**src/rtl/opb_status_bank_pkg.sv**
```systemverilog
`default_nettype none
// ============================================================================
//  Module      : opb_status_bank_pkg
//  Description : Shared definitions for the OPB status bank: register offsets
//                derived from the channel count, CTRL bit positions and the
//                bus-handshake state encoding.
//  Revision    : 1.0 - initial release
// ============================================================================
package opb_status_bank_pkg;

    // CTRL word bit positions (LSB numbering, i.e. OPB DBus[31] is bit 0)
    localparam int CTRL_FREEZE_BIT = 0;
    localparam int CTRL_SNAP_BIT   = 1;

    // Bus handshake states
    typedef enum logic [0:0] {
        IDLE = 1'b0,
        ACK  = 1'b1
    } opb_state_e;

    // CTRL sits directly after the last channel word
    function automatic logic [31:0] ctrl_ofs(input int num_ch);
        return 32'(num_ch);
    endfunction

    // CAPCNT follows CTRL
    function automatic logic [31:0] capcnt_ofs(input int num_ch);
        return 32'(num_ch + 1);
    endfunction

endpackage
`default_nettype wire

```
**src/rtl/opb_status_chan.sv**
```systemverilog
`default_nettype none
// ============================================================================
//  Module      : opb_status_chan
//  Description : One status channel register. Loads din_i on load_i; in the
//                sticky build (OPB_STATUS_BANK_STICKY_EN) it accumulates
//                instead and supports write-1-to-clear, with a same-cycle
//                set taking priority over the clear.
//  Revision    : 1.0 - initial release
//
//  Ports       : clk_i   - clock
//                rst_ni  - asynchronous active-low reset
//                load_i  - capture strobe
//                din_i   - channel input data
//                clr_i   - clear mask (sticky build only)
//                q_o     - current register value
// ============================================================================
module opb_status_chan
    import opb_status_bank_pkg::*;
#(
    parameter int DWIDTH = 32
) (
    input  logic              clk_i,
    input  logic              rst_ni,
    input  logic              load_i,
    input  logic [DWIDTH-1:0] din_i,
    input  logic [DWIDTH-1:0] clr_i,
    output logic [DWIDTH-1:0] q_o
);

    logic [DWIDTH-1:0] data_q;
    logic [DWIDTH-1:0] data_d;

`ifdef OPB_STATUS_BANK_STICKY_EN
    // Clear first, then OR in new data so a coincident set survives
    always_comb begin
        data_d = data_q & ~clr_i;
        if (load_i) begin
            data_d = data_d | din_i;
        end
    end
`else
    logic unused_clr;
    assign unused_clr = ^clr_i;

    always_comb begin
        data_d = data_q;
        if (load_i) begin
            data_d = din_i;
        end
    end
`endif

    always_ff @(posedge clk_i or negedge rst_ni) begin
        if (!rst_ni) begin
            data_q <= '0;
        end else begin
            data_q <= data_d;
        end
    end

    assign q_o = data_q;

endmodule
`default_nettype wire

```
**src/rtl/opb_status_bank.sv**
```systemverilog
`default_nettype none
// ============================================================================
//  Module      : opb_status_bank
//  Description : Bank of C_NUM_CH read-only status words on the OPB bus, plus
//                a CTRL word (freeze, snapshot request) and a 32-bit capture
//                counter. Capture is continuous (C_CAPTURE_MODE=0, per-channel
//                user_valid) or on-demand (C_CAPTURE_MODE=1, snap write).
//                Build option: OPB_STATUS_BANK_STICKY_EN makes channels
//                accumulate and adds write-1-to-clear on channel offsets.
//  Revision    : 1.0 - initial release
//
//  Ports       : OPB_Clk/OPB_Rst_n      - clock, async active-low reset
//                OPB_ABus/BE/DBus/RNW   - OPB slave request
//                OPB_select/seqAddr     - transaction valid / ignored
//                Sl_DBus/Sl_xferAck     - read data (zero when idle) / ack
//                Sl_errAck/retry/toutSup- tied low
//                user_data_in           - channel i at [i*C_DWIDTH +: C_DWIDTH]
//                user_valid             - per-channel data strobe
// ============================================================================
module opb_status_bank
    import opb_status_bank_pkg::*;
#(
    parameter logic [31:0] C_BASEADDR     = 32'h01087100,
    parameter logic [31:0] C_HIGHADDR     = 32'h010871FF,
    parameter int          C_NUM_CH       = 4,
    parameter int          C_DWIDTH       = 32,
    parameter int          C_CAPTURE_MODE = 0
) (
    input  logic                         OPB_Clk,
    input  logic                         OPB_Rst_n,
    input  logic [31:0]                  OPB_ABus,
    input  logic [3:0]                   OPB_BE,
    input  logic [31:0]                  OPB_DBus,
    input  logic                         OPB_RNW,
    input  logic                         OPB_select,
    input  logic                         OPB_seqAddr,
    output logic [31:0]                  Sl_DBus,
    output logic                         Sl_xferAck,
    output logic                         Sl_errAck,
    output logic                         Sl_retry,
    output logic                         Sl_toutSup,
    input  logic [C_NUM_CH*C_DWIDTH-1:0] user_data_in,
    input  logic [C_NUM_CH-1:0]          user_valid
);

    localparam logic [31:0] CTRL_OFS   = ctrl_ofs(C_NUM_CH);
    localparam logic [31:0] CAPCNT_OFS = capcnt_ofs(C_NUM_CH);

    opb_state_e        state_q;
    logic              xfer_ack_q;
    logic [31:0]       sl_dbus_q;

    logic              freeze_q;
    logic              freeze_d;
    logic              snap_pend_q;
    logic              snap_pend_d;
    logic [31:0]       capcnt_q;
    logic [31:0]       capcnt_d;

    logic              hit;
    logic              wr_en;
    logic              ctrl_wr;
    logic              capture;
    logic [31:0]       word_ofs;
    logic [31:0]       rdata;
    logic [C_NUM_CH-1:0] load;
    logic [C_DWIDTH-1:0] ch_val [C_NUM_CH];

    logic              unused_inputs;
    assign unused_inputs = ^{OPB_seqAddr, OPB_BE[2:0], OPB_DBus, user_valid, snap_pend_q};

    // ------------------------------------------------------------------
    // Decode
    // ------------------------------------------------------------------
    assign hit      = OPB_select && (OPB_ABus >= C_BASEADDR) && (OPB_ABus <= C_HIGHADDR);
    assign word_ofs = (OPB_ABus - C_BASEADDR) >> 2;
    // Writes happen only on the first (IDLE) cycle of a transaction
    assign wr_en    = hit && (state_q == IDLE) && !OPB_RNW;
    // BE[3] owns DBus[24:31] in OPB numbering, i.e. the LSB byte here
    assign ctrl_wr  = wr_en && (word_ofs == CTRL_OFS) && OPB_BE[3];

    // Read mux uses current register values, so a same-cycle load is not seen
    always_comb begin
        rdata = '0;
        for (int i = 0; i < C_NUM_CH; i++) begin
            if (word_ofs == 32'(i)) begin
                rdata = 32'(ch_val[i]);
            end
        end
        if (word_ofs == CTRL_OFS) begin
            rdata[CTRL_FREEZE_BIT] = freeze_q;
        end
        if (word_ofs == CAPCNT_OFS) begin
            rdata = capcnt_q;
        end
    end

    // ------------------------------------------------------------------
    // CTRL / snapshot / counter
    // ------------------------------------------------------------------
    // A snap is armed only if neither the current nor the written freeze is set
    always_comb begin
        freeze_d    = freeze_q;
        snap_pend_d = 1'b0;
        if (ctrl_wr) begin
            freeze_d    = OPB_DBus[CTRL_FREEZE_BIT];
            snap_pend_d = OPB_DBus[CTRL_SNAP_BIT] && !OPB_DBus[CTRL_FREEZE_BIT] && !freeze_q;
        end
    end

    generate
        if (C_CAPTURE_MODE == 0) begin : g_mode_cont
            assign load    = freeze_q ? '0 : user_valid;
            assign capture = !freeze_q && (|user_valid);
        end else begin : g_mode_snap
            assign load    = {C_NUM_CH{snap_pend_q && !freeze_q}};
            assign capture = snap_pend_q && !freeze_q;
        end
    endgenerate

    always_comb begin
        capcnt_d = capcnt_q;
        if (capture) begin
            capcnt_d = capcnt_q + 32'd1;
        end
    end

    always_ff @(posedge OPB_Clk or negedge OPB_Rst_n) begin
        if (!OPB_Rst_n) begin
            freeze_q    <= 1'b0;
            snap_pend_q <= 1'b0;
            capcnt_q    <= '0;
        end else begin
            freeze_q    <= freeze_d;
            snap_pend_q <= snap_pend_d;
            capcnt_q    <= capcnt_d;
        end
    end

    // ------------------------------------------------------------------
    // Channels
    // ------------------------------------------------------------------
`ifdef OPB_STATUS_BANK_STICKY_EN
    logic [31:0] be_mask;
    assign be_mask = {{8{OPB_BE[0]}}, {8{OPB_BE[1]}}, {8{OPB_BE[2]}}, {8{OPB_BE[3]}}};
`endif

    for (genvar i = 0; i < C_NUM_CH; i++) begin : g_chan
        logic [C_DWIDTH-1:0] clr;
`ifdef OPB_STATUS_BANK_STICKY_EN
        assign clr = (wr_en && (word_ofs == 32'(i))) ?
                     (OPB_DBus[C_DWIDTH-1:0] & be_mask[C_DWIDTH-1:0]) : '0;
`else
        assign clr = '0;
`endif
        opb_status_chan #(
            .DWIDTH (C_DWIDTH)
        ) u_chan (
            .clk_i  (OPB_Clk),
            .rst_ni (OPB_Rst_n),
            .load_i (load[i]),
            .din_i  (user_data_in[i*C_DWIDTH +: C_DWIDTH]),
            .clr_i  (clr),
            .q_o    (ch_val[i])
        );
    end

    // ------------------------------------------------------------------
    // Bus handshake: one ack cycle per transaction; select still present
    // during ACK belongs to the same transaction.
    // ------------------------------------------------------------------
    always_ff @(posedge OPB_Clk or negedge OPB_Rst_n) begin
        if (!OPB_Rst_n) begin
            state_q    <= IDLE;
            xfer_ack_q <= 1'b0;
            sl_dbus_q  <= '0;
        end else begin
            case (state_q)
                IDLE: begin
                    if (hit) begin
                        state_q    <= ACK;
                        xfer_ack_q <= 1'b1;
                        sl_dbus_q  <= OPB_RNW ? rdata : '0;
                    end else begin
                        xfer_ack_q <= 1'b0;
                        sl_dbus_q  <= '0;
                    end
                end
                ACK: begin
                    state_q    <= IDLE;
                    xfer_ack_q <= 1'b0;
                    sl_dbus_q  <= '0;
                end
                default: begin
                    state_q    <= IDLE;
                    xfer_ack_q <= 1'b0;
                    sl_dbus_q  <= '0;
                end
            endcase
        end
    end

    assign Sl_xferAck = xfer_ack_q;
    assign Sl_DBus    = sl_dbus_q;
    assign Sl_errAck  = 1'b0;
    assign Sl_retry   = 1'b0;
    assign Sl_toutSup = 1'b0;

endmodule
`default_nettype wire

```
**config.mk**
```make
export PLATFORM = sky130hd
export DESIGN_NAME = opb_status_bank
export DESIGN_NICKNAME = d
export VERILOG_FILES = /design/src/rtl/opb_status_bank_pkg.sv /design/src/rtl/opb_status_chan.sv /design/src/rtl/opb_status_bank.sv
export SDC_FILE = /design/constraint.sdc
export NUM_CORES = 1
export LEC_CHECK = 0
export CORE_MARGIN = 1
export CORE_UTILIZATION = 54
export CTS_BUF_LIST = sky130_fd_sc_hd__clkbuf_8
export CTS_CLUSTER_DIAMETER = 120
export DETAILED_ROUTE_END_ITERATION = 12
export PLACE_DENSITY_LB_ADDON = 0.25
export SYNTH_ARGS = -nofsm -noshare
export SYNTH_HDL_FRONTEND = slang
export SYNTH_SLANG_ARGS = --single-unit
```
**constraint.sdc**
```tcl
create_clock -name OPB_Clk -period 5.9 [get_ports OPB_Clk]
set_input_delay 1.18 -clock OPB_Clk [delete_from_list [all_inputs] [get_ports OPB_Clk]]
set_output_delay 1.18 -clock OPB_Clk [all_outputs]
set_load 0.01 [all_outputs]
```
; ---- After elaboration in Yosys (flattened, before gate mapping)
; Cells that the tools add are included.
[word_totals]
regBits = 194
output_inout_bits = 36
input_bits = 205
elab_cells = 41
[op_classes]
n_addsub = 2
n_mux = 12
order_cmp = 2
n_eq_ne = 5
n_reduce_logical = 11
bitwise = 1
[op_table]
columns = op, count
row1 = two-way mux 32 bit, 7
row2 = one-hot mux 32 bit (2 select lines), 1
row3 = "equality test 30 x 2 -> 1 bit, second input constant", 2
row4 = "equality test 30 x 3 -> 1 bit, second input constant", 2
row5 = "adder 32 x 1 -> 32 bit, second input constant", 1
row6 = ">= comparator 32 x 25 -> 1 bit, second input constant", 1
row7 = "<= comparator 32 x 25 -> 1 bit, second input constant", 1
row8 = zero test 32 bit, 1
row9 = "subtractor 32 x 25 -> 32 bit, second input constant", 1
row10 = "equality test 30 x 1 -> 1 bit, second input constant", 1
row11 = logical AND 1 bit, 7
row12 = two-way mux 4 bit, 1
row13 = OR reduction 4 bit, 1
row14 = zero test 1 bit, 2
row15 = two-way mux 1 bit, 2
row16 = one-hot mux 1 bit (2 select lines), 1
row17 = NOT 1 bit, 1

; ---- Logic depth before layout (Yosys ltp)
[logic_depth]
ltp_word = 11
ltp_mapped = 6

; ---- Hierarchy
; Synthesis repeated with hierarchy kept, for this count alone.
[unflattened]
cells_unflattened = 639
hier_area_um2 = 9424.0
[by_module_without_submodules]
columns = mod, seq_area_each_um2, area_per_inst_um2, cells_per_inst, instances
row1 = opb_status_chan, 800.8, 1345.0, 68, 4
row2 = opb_status_bank, 1651.6, 4043.9, 367, 1

; ---- Worst setup path before layout
; Ideal clock, no wire load.
[synth_timing]
path_type = input -> register
start = in OPB_ABus[11]
end = reg freeze_q
n_path_buf = 0
setup_ns = 0.125
path_slack_ns = 2.874
arrival_time_ns = 2.901
path_stages = 5
required_time_ns = 5.775
path_cell_list = or3_2 or4_4 and4bb_2 nand3_1 mux2_4
[synth_between]
elab_chain_len = 7
[synth_rtl]
columns = item, line_no
row1 = "start, declared", opb_status_bank.sv:31  ; input logic [31:0] OPB_ABus,
row2 = branches (longest 5 deep; another with subtractor 32 x 25 -> 32 bit), -
row3 = logical AND 1 bit (*) (2 in a row), opb_status_bank.sv:80  ; assign ctrl_wr = wr_en && (word_ofs == CTRL_OFS) && OPB_BE[3];
row4 = "end signal, assigned", opb_status_bank.sv:134  ; freeze_q <= freeze_d;
row5 = "end, declared", opb_status_bank.sv:53  ; logic freeze_q;
; Mark *: on every way between the ends.
; A chain may end at the register's enable or synchronous reset.

; ---- Final worst setup path
[layout_timing]
start = in OPB_ABus[21]
end = reg sl_dbus_q[19] (netlist: Sl_DBus[19])
[layout_between]
elab_chain_len = 10
[layout_rtl]
columns = item, line_no
row1 = subtractor 32 x 25 -> 32 bit, opb_status_bank.sv:76  ; assign word_ofs = (OPB_ABus - C_BASEADDR) >> 2;
row2 = zero test 32 bit, opb_status_bank.sv:86  ; if (word_ofs == 32'(i)) begin
row3 = two-way mux 32 bit (4 in a row), opb_status_bank.sv:86
row4 = two-way mux 32 bit, opb_status_bank.sv:93  ; if (word_ofs == CAPCNT_OFS) begin
row5 = two-way mux 32 bit, opb_status_bank.sv:183  ; sl_dbus_q <= OPB_RNW ? rdata : '0;
row6 = two-way mux 32 bit (*), opb_status_bank.sv:180  ; if (hit) begin
row7 = one-hot mux 32 bit (2 select lines) (*), opb_status_bank.sv:178  ; case (state_q)
row8 = "end signal, assigned", opb_status_bank.sv:183
row9 = "end, declared", opb_status_bank.sv:51  ; logic [31:0] sl_dbus_q;
; Every way passes the cells marked *; elsewhere a longest branch is shown, timed or not.

==> metrics.txt <==
number of global-route vias before repair 6,238; CP Class in -> reg; predominant post-synthesis flop cell dfrtp_1; Avg Synthesized Cell Area 14.1 um2; Chip Width 128 um; Initial DRT Pass Iterations 5; Detail Placement HPWL 13,800 um; Post-Route WL 20,400 um; Worst Setup SP OPB_ABus[21]; maxcap violations 0; HP Class reg -> reg; Synth Cell Area 8600 um2; num ports 241; Critical Path AT 3.85 ns; setup TNS 0 ns; Remaining DRCs 0; Overall Power 2.92 mW; CP max stage cell or4_4; core area 15,400 um2; Routability Congestion 0.876; Worst Setup End Kind register; EDFF count, synth 0; layout cells sized above 1 27.5%; Tot GR Track Use 26.4%; fin crit share 58.8%; worst-margin pin slew 1.26 ns; clk slew on worst S/H paths 0.10 ns; worst path required time 6.29 ns; peak supply drop 0.185 mV; Antenna diodes 0; NetSw 0.739 mW; Die Ht 128 um; FP Rows 45; die area 16,400 um2; CTS tree done; post-synthesis cell count 609; sequential share of the synthesized area 56.5%; Starting Density 55.9%; largest net degree at the start of global routing 75; Netlist cell types 46; post-CTS setup repair buffer count 0; FILL cells 1,019; min-delay src capcnt_q[31]; Iter 0 DRT Violations 313; vias per cell 5.63; clock share of power 32.0%; Yosys top cell area share 56.5%; Hold Violations, Final 0; Pint 2.18 mW; Max Fclk 288 MHz; ys async rst share 100%; Reg power frac 52.3%; Worst Path Buf+Inv 1; TritonCTS Buffers 17; Sink Count 194; critical path, cell by cell clkdlybuf4s50_1 -> or3_1 -> or4_4 -> and4bb_2 -> nand4_4 -> nor2_1; area leader, netlist dfrtp_1; Nets 1,004; Final ANT Viol Nets 0; Crit Path Max Fanout 31; Clock Path Buffers 2; PwrDens 261 nW/um2; minimum clock period 3.47 ns; max-slew violations 0; post-CTS sizing 0; clock root cell clkbuf_8; global-route wire length before repair 32,300 um; Leak 4.61 nW; Avg WL per Cell 20.0 um; crit path launch type primary input; port bufs 200; clock latency on the worst-skew pair 0.47 ns; Worst path top cell family by delay simple AND/OR/NAND/NOR gates; Yosys reg bits 194; Multi-input gate area 3570 um2; total number of vias 5,755; Relative slew margins 15.7%; Comb power frac 15.7%; initial antenna violation count 1; CP peak stage delay 0.60 ns; unrepaired setup endpoints after global routing false; GR Overflow Total 0; Ys Warns 0; CTS HTree Levels 4; FF+latch area 4850 um2; synth top area cells dfrtp_1, mux2_2, mux4_2; Worst R2R Start freeze_q; sw frac 25.3%; Area Growth Syn to Fin 30.1%; # hold bufs at CTS 0; Setup violations, final 0; skew final 0.0111 ns; status complete, no violations
==> stage by stage <==
stage | std cells | utilization, % | hold slack, ns | setup WS (ns) | area (um2)
floorplan | 611 | - | 0.442 | 2.87 | 8600
global placement | 990 | 70.0 | 0.461 | 2.07 | 10800
detailed placement | 990 | 70.0 | 0.472 | 1.98 | 10800
CTS | 1022 | 72.8 | 0.490 | 2.45 | 11200
global route | 1022 | 72.8 | 0.494 | 2.32 | 11200
finish | 1022 | 72.8 | 0.490 | 2.43 | 11200
==> power by group through the flow <==
| stage | clock network, mW | logic [mW] | registers, mW |
|---|---|---|---|
| CTS | 0.941 | 0.464 | 1.53 |
| global route | 0.995 | 0.495 | 1.54 |
| detailed placement | 0 | 0.460 | 1.55 |
| finish | 0.935 | 0.459 | 1.53 |
| global placement | 0 | 0.444 | 1.54 |
| floorplan | 0 | 0.272 | 1.52 |
==> Yosys cell counts (all sizes together) (2+ instances only) <==
cell type,instances
a22oi,31
and3,2
and4bb,3
buf,21
clkbuf,16
dfrtp,194
inv,9
mux2,130
mux4,32
nand2,16
nand3,14
nand3b,2
nand4,9
nor2,48
nor2b,6
nor3,10
nor3b,4
nor4,10
nor4b,2
o2111ai,2
o21ai,2
or3,2
xnor2,16
xor2,15
==> cell usage in the layout, fill, tap and decap left out, drive strengths merged, types with 3 or more instances in the layout <==
master         count
clkbuf            18
mux4              32
nor4              10
bufinv             4
nor3b              4
inv               14
nand3             14
xor2              15
and4bb             3
xnor2             16
nand4              9
clkinvlp           5
conb               3
nor3              10
dfrtp            194
a22oi             31
nor2              48
buf                7
nand2             16
mux2             130
nor2b              6
clkdlybuf4s50    197
==> flip-flops by register name, indices dropped and copies added (netlist names) <==
signal and count:
capcnt_q 32, Sl_DBus 32, g_chan.u_chan.q_o 128, Sl_xferAck 1, freeze_q 1
==> cell families after synthesis <==
family,after synthesis,share of synthesized area [%]
buf+inv,47,2.49
compound gates,42,3.68
flops,194,56.5
other cells,1,0.0436
simple gates,130,8.43
xor+xnor,31,3.16
fa+ha+maj,1,0.146
mux,163,25.6
==> layer usage <==
metal,vias up,routed length (um),GRT usage [%]
li1,2587,-,-
met1,2953,8030,30.9
met2,182,10900,47.3
met3,31,1150,6.93
met4,2,367,8.93
met5,-,13,0
==> final timing paths <==
| check | to | slack (ns) | cells after the start |
|---|---|---|---|
| min in group asynchronous | g_chan[0].u_chan.q_o[25] | 0.67 | 1 |
| worst min-delay path | capcnt_q[31] | 0.49 | 1 |
| max in group asynchronous | Sl_DBus[25] | 3.94 | 2 |
| worst max register to register | capcnt_q[28] | 3.40 | 5 |
| worst max-delay path | Sl_DBus[19] | 2.43 | 6 |
| worst min register to register | capcnt_q[31] | 0.49 | 1 |
==> final cells by class <==
class                      count  share of cell area [%]
clock buffer                  17                    2.09
multi-input combinational    370                    31.9
clock inverter                15                    1.71
sequential                   194                    43.4
inverter                      10                   0.336
timing repair buffer         205                    18.2
tap                          211                    2.36
Power figures use the tool's default switching activity.
